<file path="config.mk">
export PLATFORM = sky130hd
export DESIGN_NAME = mips32_prog_loader
export DESIGN_NICKNAME = d
export VERILOG_FILES = /design/src/rtl/mips32_prog_loader.sv
export SDC_FILE = /design/constraint.sdc
export NUM_CORES = 1
export LEC_CHECK = 0
export BUFFER_PORTS_ARGS = -buffer_cell sky130_fd_sc_hd__buf_2
export CORE_MARGIN = 4
export CORE_UTILIZATION = 57
export DETAILED_ROUTE_END_ITERATION = 8
export PLACE_DENSITY = 0.77
export SLEW_MARGIN = 15
export SYNTH_ARGS = -nofsm -noshare
export SYNTH_HDL_FRONTEND = slang
export SYNTH_SLANG_ARGS = --single-unit
export TNS_END_PERCENT = 100
</file>
<file path="constraint.sdc">
create_clock -name clk -period 9.24 [get_ports clk]
set_input_delay 0 -clock clk [delete_from_list [all_inputs] [get_ports clk]]
set_output_delay 0 -clock clk [all_outputs]
set_load 0.01 [all_outputs]
</file>
<file path="src/rtl/mips32_prog_loader.sv">
// Framed byte-stream loader: assembles big-endian words, writes them to the
// core's word memory, verifies an XOR checksum and then releases the core.
module mips32_prog_loader #(
  parameter int unsigned ADDR_W    = 10,
  parameter logic [7:0]  SYNC_BYTE = 8'hA5
) (
  input  logic              clk,
  input  logic              rst,
  input  logic              in_valid,
  input  logic [7:0]        in_data,
  output logic              in_ready,
  output logic              mem_we,
  output logic [ADDR_W-1:0] mem_addr,
  output logic [31:0]       mem_wdata,
  output logic              run,
  output logic              busy,
  output logic              done,
  output logic [1:0]        err_code
);

  localparam logic [16:0] DEPTH    = 17'(2 ** ADDR_W);
  localparam logic [1:0]  ERR_NONE = 2'b00;
  localparam logic [1:0]  ERR_RNG  = 2'b01;
  localparam logic [1:0]  ERR_CNT  = 2'b10;
  localparam logic [1:0]  ERR_SUM  = 2'b11;

  typedef enum logic [3:0] {
    S_SYNC, S_ADDR_HI, S_ADDR_LO, S_CNT_HI, S_CNT_LO,
    S_DATA, S_CSUM, S_DONE, S_ERROR
  } state_e;

  state_e            state_q, state_d;
  logic [15:0]       addr_q, addr_d;
  logic [15:0]       cnt_q, cnt_d;
  logic [31:0]       word_q, word_d;
  logic [1:0]        byte_cnt_q, byte_cnt_d;
  logic [15:0]       word_cnt_q, word_cnt_d;
  logic [7:0]        csum_q, csum_d;
  logic              in_ready_q, in_ready_d;
  logic              mem_we_q, mem_we_d;
  logic [ADDR_W-1:0] mem_addr_q, mem_addr_d;
  logic [31:0]       mem_wdata_q, mem_wdata_d;
  logic              run_q, run_d;
  logic              busy_q, busy_d;
  logic              done_q, done_d;
  logic [1:0]        err_q, err_d;

  logic              accept_c;
  logic [15:0]       n_c;
  logic [16:0]       end_c;

  assign accept_c = in_valid && in_ready_q;
  assign n_c      = {cnt_q[15:8], in_data};
  assign end_c    = {1'b0, addr_q} + {1'b0, n_c};

  // Next-state, datapath and registered-output logic
  always_comb begin
    state_d     = state_q;
    addr_d      = addr_q;
    cnt_d       = cnt_q;
    word_d      = word_q;
    byte_cnt_d  = byte_cnt_q;
    word_cnt_d  = word_cnt_q;
    csum_d      = csum_q;
    mem_we_d    = 1'b0;
    mem_addr_d  = mem_addr_q;
    mem_wdata_d = mem_wdata_q;
    run_d       = run_q;
    err_d       = err_q;

    if (accept_c) begin
      unique case (state_q)
        S_SYNC: begin
          if (in_data == SYNC_BYTE) state_d = S_ADDR_HI;
        end
        S_ADDR_HI: begin
          addr_d[15:8] = in_data;
          state_d      = S_ADDR_LO;
        end
        S_ADDR_LO: begin
          addr_d[7:0] = in_data;
          state_d     = S_CNT_HI;
        end
        S_CNT_HI: begin
          cnt_d[15:8] = in_data;
          state_d     = S_CNT_LO;
        end
        S_CNT_LO: begin
          cnt_d      = n_c;
          byte_cnt_d = 2'd0;
          word_cnt_d = 16'd0;
          csum_d     = 8'd0;
          // Upper address bits beyond ADDR_W also trip this 17-bit check
          if (n_c == 16'd0) begin
            state_d = S_ERROR;
            err_d   = ERR_CNT;
          end else if (end_c > DEPTH) begin
            state_d = S_ERROR;
            err_d   = ERR_RNG;
          end else begin
            state_d = S_DATA;
          end
        end
        S_DATA: begin
          word_d     = {word_q[23:0], in_data};
          csum_d     = csum_q ^ in_data;
          byte_cnt_d = byte_cnt_q + 2'd1;
          if (byte_cnt_q == 2'd3) begin
            mem_we_d    = 1'b1;
            mem_addr_d  = addr_q[ADDR_W-1:0] + word_cnt_q[ADDR_W-1:0];
            mem_wdata_d = {word_q[23:0], in_data};
            word_cnt_d  = word_cnt_q + 16'd1;
            if (word_cnt_q == cnt_q - 16'd1) state_d = S_CSUM;
          end
        end
        S_CSUM: begin
          if (in_data == csum_q) begin
            state_d = S_DONE;
            run_d   = 1'b1;
            err_d   = ERR_NONE;
          end else begin
            state_d = S_ERROR;
            err_d   = ERR_SUM;
          end
        end
        default: ;
      endcase
    end

    in_ready_d = (state_d != S_DONE) && (state_d != S_ERROR);
    done_d     = (state_d == S_DONE) || (state_d == S_ERROR);
    busy_d     = in_ready_d && (state_d != S_SYNC);
  end

  always_ff @(posedge clk) begin
    if (rst) begin
      state_q     <= S_SYNC;
      addr_q      <= 16'd0;
      cnt_q       <= 16'd0;
      word_q      <= 32'd0;
      byte_cnt_q  <= 2'd0;
      word_cnt_q  <= 16'd0;
      csum_q      <= 8'd0;
      in_ready_q  <= 1'b1;
      mem_we_q    <= 1'b0;
      mem_addr_q  <= '0;
      mem_wdata_q <= 32'd0;
      run_q       <= 1'b0;
      busy_q      <= 1'b0;
      done_q      <= 1'b0;
      err_q       <= ERR_NONE;
    end else begin
      state_q     <= state_d;
      addr_q      <= addr_d;
      cnt_q       <= cnt_d;
      word_q      <= word_d;
      byte_cnt_q  <= byte_cnt_d;
      word_cnt_q  <= word_cnt_d;
      csum_q      <= csum_d;
      in_ready_q  <= in_ready_d;
      mem_we_q    <= mem_we_d;
      mem_addr_q  <= mem_addr_d;
      mem_wdata_q <= mem_wdata_d;
      run_q       <= run_d;
      busy_q      <= busy_d;
      done_q      <= done_d;
      err_q       <= err_d;
    end
  end

  assign in_ready  = in_ready_q;
  assign mem_we    = mem_we_q;
  assign mem_addr  = mem_addr_q;
  assign mem_wdata = mem_wdata_q;
  assign run       = run_q;
  assign busy      = busy_q;
  assign done      = done_q;
  assign err_code  = err_q;

endmodule

</file>
# Word-level counts from Yosys, hierarchy flattened
# Cells that the tools add are included.
# Widths: inputs -> output; s select.
# op_classes
bitwise,3
order_cmp,1
mux,17
n_addsub,5
n_eq_ne,16
reduce_logical,20
# ops
cell,n
$pmux 16 s2,1
$mux 4,7
$pmux 4 s7,1
$add 16x16->17,1
$gt 17x11->1 const B,1
$add 16x1->16 const B,1
$eq 16x16->1,1
$eq 4x3->1 const B,4
$logic_not 16->1,1
$mux 16,1
$pmux 8 s2,1
$sub 16x1->16 const B,1
$reduce_and 2->1,6
$reduce_and 3->1,4
$add 10x10->10,1
$eq 4x2->1 const B,2
$eq 8x8->1,1
$eq 8x8->1 const B,1
$pmux 2 s2,2
$xor 8x8->8,1
$mux 2,3
$eq 4x1->1 const B,1
$eq 4x4->1 const B,1
$logic_not 4->1,1
other kinds (13),17
# totals
ff_bits,135
output_inout_bits,49
inputBits,11
word_cells,79

# Longest topological paths before layout
# logic_depth
ltp_word,9
ltp_mapped,12
mapped_depth_nobuf,12

# Worst setup path after synthesis
# Ideal clock, no wire load.
# synth_timing
kind,flip-flop to flip-flop
startpoint,register addr_q[0]
endpoint,register done_q (netlist: done)
required_time_ns,9.125
n_path_buf,0
path_stages_with_launch,12
setup_ns,0.115
t_arrival_ns,2.976
period_less_slack_ns,3.091
path_slack_ns,6.149
path_cell_list,dfxtp_1 ha_1 fa_1 a21o_1 or3_1 a211oi_1 o22a_2 nand4_2 a2111oi_4 o21ai_1 and4_1 o21ba_1
# synth_via
elab_chain_cells,8
# synth_rtl
item,line_no,rtl
"start, declared",33,"logic [15:0] addr_q, addr_d;"
"start signal, assigned",154,addr_q <= addr_d;
$add 16x16->17 (*),54,"assign end_c = {1'b0, addr_q} + {1'b0, n_c};"
$gt 17x11->1 (*),97,end else if (end_c > DEPTH) begin
$mux 4 (*),97,
$mux 4 (*),94,if (n_c == 16'd0) begin
$pmux 4 s7 (*),72,unique case (state_q)
$mux 4 (*),71,if (accept_c) begin
$eq 4x3->1 / $eq 4x4->1 (equally long branches),131,done_d = (state_d == S_DONE) || (state_d == S_ERROR);
$logic_or 1x1->1 (*),131,
"end signal, assigned",166,done_q <= done_d;
"end, declared",45,"logic done_q, done_d;"
# Every way passes the cells marked *; elsewhere a longest branch is shown, timed or not.
# A chain may end at the register's enable or synchronous reset.

# Worst setup path in the final report
# layout_timing
startpoint,input port in_data[0]
endpoint,register busy_q (netlist: busy)
# layout_via
elab_chain_cells,9
# layout_rtl
item,line_no,rtl
"start, declared",10,"input logic [7:0] in_data,"
$add 16x16->17,54,
$gt 17x11->1,97,
$mux 4,97,
$mux 4,94,
$pmux 4 s7 (*),72,
$mux 4 (*),71,
$ne 4x3->1 / $ne 4x4->1 (equally long branches),130,in_ready_d = (state_d != S_DONE) && (state_d != S_ERROR);
$logic_and 1x1->1,130,
$logic_and 1x1->1 (*),132,busy_d = in_ready_d && (state_d != S_SYNC);
"end signal, assigned",165,busy_q <= busy_d;
"end, declared",44,"logic busy_q, busy_d;"
# Marks and branches as above.

==> impl_metrics.prom <==
# TYPE chip_impl_metric gauge
chip_impl_metric{name="power.net_switching",unit="uW"} 296
chip_impl_metric{name="worst_r2r_path_depth",unit=""} 11
chip_impl_metric{name="first_pass_iters",unit=""} 5
chip_impl_metric{name="setup_viol",unit=""} 0
chip_impl_metric{name="placedCellCount",unit=""} 1059
chip_impl_info{name="cp-start-kind",value="input port"} 1
chip_impl_metric{name="internal_power",unit="uW"} 988
chip_impl_metric{name="vdd_drop_max",unit="V"} 0.000114
chip_impl_metric{name="tightest_pin_transition",unit="ps"} 910
chip_impl_info{name="yosys.area.top_type",value="dfxtp_1"} 1
chip_impl_metric{name="pwr-share-comb",unit="%"} 4.8
chip_impl_metric{name="grt_first_pass_wirelength",unit="mm"} 29.0
chip_impl_metric{name="global_placer_s_final_weighted_congestion",unit=""} 0.904
chip_impl_info{name="outcome",value="finished, final reports clean"} 1
chip_impl_metric{name="cts_made_buffers",unit=""} 17
chip_impl_metric{name="total_count_of_hold_check_failures_in_the_final_report",unit=""} 0
chip_impl_metric{name="warnings_synthesis",unit=""} 0
chip_impl_metric{name="estimated_wirelength_of_the_detail_placed_design",unit="mm"} 12.1
chip_impl_metric{name="maxCapViolCount",unit=""} 0
chip_impl_metric{name="setup_tns",unit="ps"} 0
chip_impl_metric{name="aggregate_global_route_resource_usage",unit="%"} 24.9
chip_impl_metric{name="clkPwrFrac",unit="%"} 49.4
chip_impl_metric{name="die_area",unit="um2"} 14500
chip_impl_metric{name="ios",unit=""} 60
chip_impl_metric{name="drc",unit=""} 0
chip_impl_metric{name="max_freq",unit="MHz"} 290
chip_impl_metric{name="start_util",unit="%"} 59.1
chip_impl_info{name="min_delay_worst_endpoint",value="run"} 1
chip_impl_metric{name="post-synth-top-area-fraction",unit="%"} 37.6
chip_impl_metric{name="worst-endpoint-required",unit="ps"} 9500
chip_impl_metric{name="design.final.nets",unit=""} 961
chip_impl_metric{name="count_of_inserted_antenna_diode_cells",unit=""} 0
chip_impl_metric{name="netSwitchingFraction",unit="%"} 23.1
chip_impl_metric{name="finalHoldWorstSlack",unit="ps"} 412
chip_impl_info{name="endpoint_of_the_worst_register_to_register_path",value="busy"} 1
chip_impl_metric{name="clkLatencyLatePin",unit="ps"} 420
chip_impl_metric{name="cts_resized",unit=""} 0
chip_impl_metric{name="synth_fp_nets",unit=""} 925
chip_impl_info{name="worstHoldPathType",value="in2reg"} 1
chip_impl_metric{name="layout_min_cycle_time",unit="ps"} 3450
chip_impl_metric{name="route.final.wire_length",unit="mm"} 17.8
chip_impl_metric{name="layout.cells.non_filler",unit=""} 1100
chip_impl_metric{name="vias_per_cell",unit=""} 5.78
chip_impl_metric{name="rows",unit=""} 40
chip_impl_metric{name="synth_async_sr_flop_share",unit="%"} 0
chip_impl_metric{name="final_layout_size_suffix_gt1_share",unit="%"} 13.2
chip_impl_metric{name="clk_pin_slew_worst_paths",unit="ps"} 60
chip_impl_metric{name="cts_max_path_bufs",unit=""} 2
chip_impl_metric{name="final-max-slew-violation-count",unit=""} 0
chip_impl_info{name="timing_worst_setup_path_type",value="in2reg"} 1
chip_impl_metric{name="postSynthAreaPerCell",unit="um2"} 8.13
chip_impl_info{name="end_kind",value="flip-flop"} 1
chip_impl_metric{name="reg2reg_setup_slack",unit="ps"} 5860
chip_impl_metric{name="dieWidth",unit="um"} 120
chip_impl_metric{name="synthesis.area",unit="um2"} 7190
chip_impl_info{name="top_ff_cell_synth",value="dfxtp_1"} 1
chip_impl_metric{name="arrival",unit="ps"} 3710
chip_impl_metric{name="gr-total-overflow",unit=""} 0
chip_impl_metric{name="whs_path_depth",unit=""} 4
chip_impl_metric{name="crit_fanout",unit=""} 11
chip_impl_metric{name="ys_ff_latch",unit=""} 135
chip_impl_metric{name="power.density",unit="nW/um2"} 158
chip_impl_info{name="synth_area_leaders",value="dfxtp_1, nand2_1, a21oi_1, ha_1, nor2_1"} 1
chip_impl_metric{name="final.period_utilization",unit="%"} 37.3
chip_impl_metric{name="synthDistinctLibCells",unit=""} 76
chip_impl_metric{name="cellLeakagePower",unit="uW"} 0.00337
chip_impl_metric{name="placement.io_buffers",unit=""} 59
chip_impl_metric{name="area_added_between_synthesis_and_finish",unit="%"} 12.9
chip_impl_metric{name="drt-initial-drc-count",unit=""} 559
chip_impl_metric{name="synth-edff-count",unit=""} 0
chip_impl_info{name="tritoncts",value="done"} 1
chip_impl_info{name="rsz0062_at_grt",value="no"} 1
chip_impl_metric{name="numClockSinks",unit=""} 135
chip_impl_metric{name="syn_inst",unit=""} 884
chip_impl_metric{name="initial_antenna_violation_count",unit=""} 0
chip_impl_metric{name="pin_count_of_the_biggest_net_entering_global_routing",unit=""} 90
chip_impl_metric{name="first_global_vias",unit=""} 5902
chip_impl_metric{name="routed-via-count",unit=""} 6358
chip_impl_metric{name="seq_power_share",unit="%"} 45.8
chip_impl_metric{name="route.detailed.wl_per_inst",unit="um"} 16.2
chip_impl_info{name="worstReg2RegStart",value="addr_q[0]"} 1
chip_impl_info{name="clock_tree_root_buffer_cell",value="clkbuf_16"} 1
chip_impl_metric{name="antenna_left",unit=""} 0
chip_impl_metric{name="max-slew-margin-rel",unit="%"} 39.2
chip_impl_metric{name="ctsHtreeMaxLevel",unit=""} 4
chip_impl_info{name="worst_hold_startpoint",value="in_valid"} 1
chip_impl_metric{name="sequential_cell_area_fraction_in_the_yosys_report",unit="%"} 37.6
chip_impl_metric{name="core",unit="um2"} 12200
chip_impl_metric{name="die_height",unit="um"} 120
chip_impl_metric{name="skew",unit="ps"} 7.53
-- flip-flops by register name, summed over array words and instances, names as in the netlist, 4 cells and up --
signal	cells
addr_q	16
word_cnt_q	16
state_q	4
cnt_q	16
mem_wdata	32
word_q	24
csum_q	8
mem_addr	10
-- power groups by stage --
stage | Combinational [uW] | Clock (uW) | Sequential [uW]
finish | 61.2 | 635 | 588
global route | 66.5 | 672 | 588
CTS | 60.7 | 646 | 588
detailed placement | 57.0 | 0 | 600
global placement | 57.1 | 0 | 600
floorplan | 45.3 | 0 | 599
-- metal layers --
layer,share of wire (%),track usage (%)
met5,0,0
met4,2.3,8.29
met3,7.3,6.08
met2,46,39.7
met1,45,33.2
-- stage by stage --
| stage | area [um2] | util, % | total power, uW | setup WS, ps |
|---|---|---|---|---|
| after floorplan | 7190 | - | 644 | 6150 |
| after global placement | 7460 | 61.3 | 658 | 5980 |
| after detailed placement | 7460 | 61.3 | 657 | 5900 |
| after CTS | 8120 | 66.8 | 1290 | 5850 |
| after global routing | 8120 | 66.8 | 1330 | 5620 |
| final | 8120 | 66.8 | 1280 | 5790 |
-- worst max-delay path by stage --
stage,start,to,slack [ps]
finish,in_data[0],busy,5790
global placement,addr_q[0],done,5980
CTS,in_data[0],busy,5850
floorplan,addr_q[0],done,6150
detailed placement,addr_q[0],busy,5900
global route,in_data[0],busy,5620
-- final cells by class --
| class | instances | area (um2) |
|---|---|---|
| Tap cell | 168 | 210 |
| Timing Repair Buffer | 73 | 428 |
| Multi-Input combinational cell | 673 | 4150 |
| Clock inverter | 11 | 101 |
| Fill cell | 1045 | 4040 |
| Sequential cell | 135 | 2700 |
| Inverter | 20 | 75.1 |
| Clock buffer | 20 | 457 |
-- cell usage in the layout (no fill, tap or decap), drive strengths merged, types with 4 or more instances in the layout --
cell type | Yosys | final
nand2 | 168 | 168
dfxtp | 135 | 135
a21oi | 100 | 100
nor2 | 85 | 85
buf | 16 | 63
xor2 | 32 | 32
o21ai | 30 | 30
ha | 28 | 28
mux2i | 26 | 26
inv | 20 | 21
nor3 | 20 | 20
clkbuf | 40 | 20
xnor2 | 19 | 19
nand3 | 18 | 18
o21a | 11 | 11
dlygate4sd3 | 0 | 10
nand4 | 10 | 10
nor4 | 10 | 10
a211oi | 9 | 9
clkinv | 0 | 8
and3 | 7 | 7
a21o | 6 | 6
o211ai | 6 | 6
nor2b | 6 | 6
a2111oi | 6 | 6
or2 | 5 | 5
a31oi | 5 | 5
or3 | 5 | 5
and4 | 5 | 5
nand2b | 4 | 4
o31ai | 4 | 4
-- synth_stat cells, types with 3 or more instances --
cell        n
o21ai_1     6
inv_1      20
mux2i_1    26
nor2b_1     6
nand3b_1    3
clkbuf_1   39
o21ai_0    24
or3_1       4
dfxtp_1   135
nand3_1    18
buf_6       3
nand4_1     9
a31oi_1     5
xnor2_1    19
o211ai_1    6
a21oi_1    99
xor2_1     32
a211o_1     3
or4_1       3
ha_1       28
nor2_1     85
or2_2       5
nand2b_1    4
a21o_1      6
nor3_1     18
nor4_1      8
and3_1      7
and4_1      4
a21boi_0    3
nand2_1   168
buf_2      10
buf_4       3
o31ai_1     4
o21a_1     11
a211oi_1    7
-- worst max-delay path: stages --
cell and delay (ps):
dlygate4sd3_1 530, buf_2 220, ha_1 280, fa_1 430, a21o_1 230, a221oi_4 320, o211a_1 230, nor3b_2 160
o211ai_1 130, a2111oi_4 480, o21ai_1 250, nor4_4 330, a311oi_1 90
-- logic make-up after synthesis --
kind of cell	after synthesis	synth area share, %
adders and majority gates	30	5.43
buffers and inverters	76	4.75
DFF	135	37.6
muxes	26	3.62
and+or+nand+nor	358	23.1
xor gates and xnor gates	52	6.54
AOI/OAI and AO/OA	207	18.9
-- what timing repair did --
action	4_1_cts	5_1_grt
setup endpoints to repair	0	0
hold endpoints to repair	40	0
setup buffers	0	0
hold buffers	10	0
(Power assumes the default switching activity.)
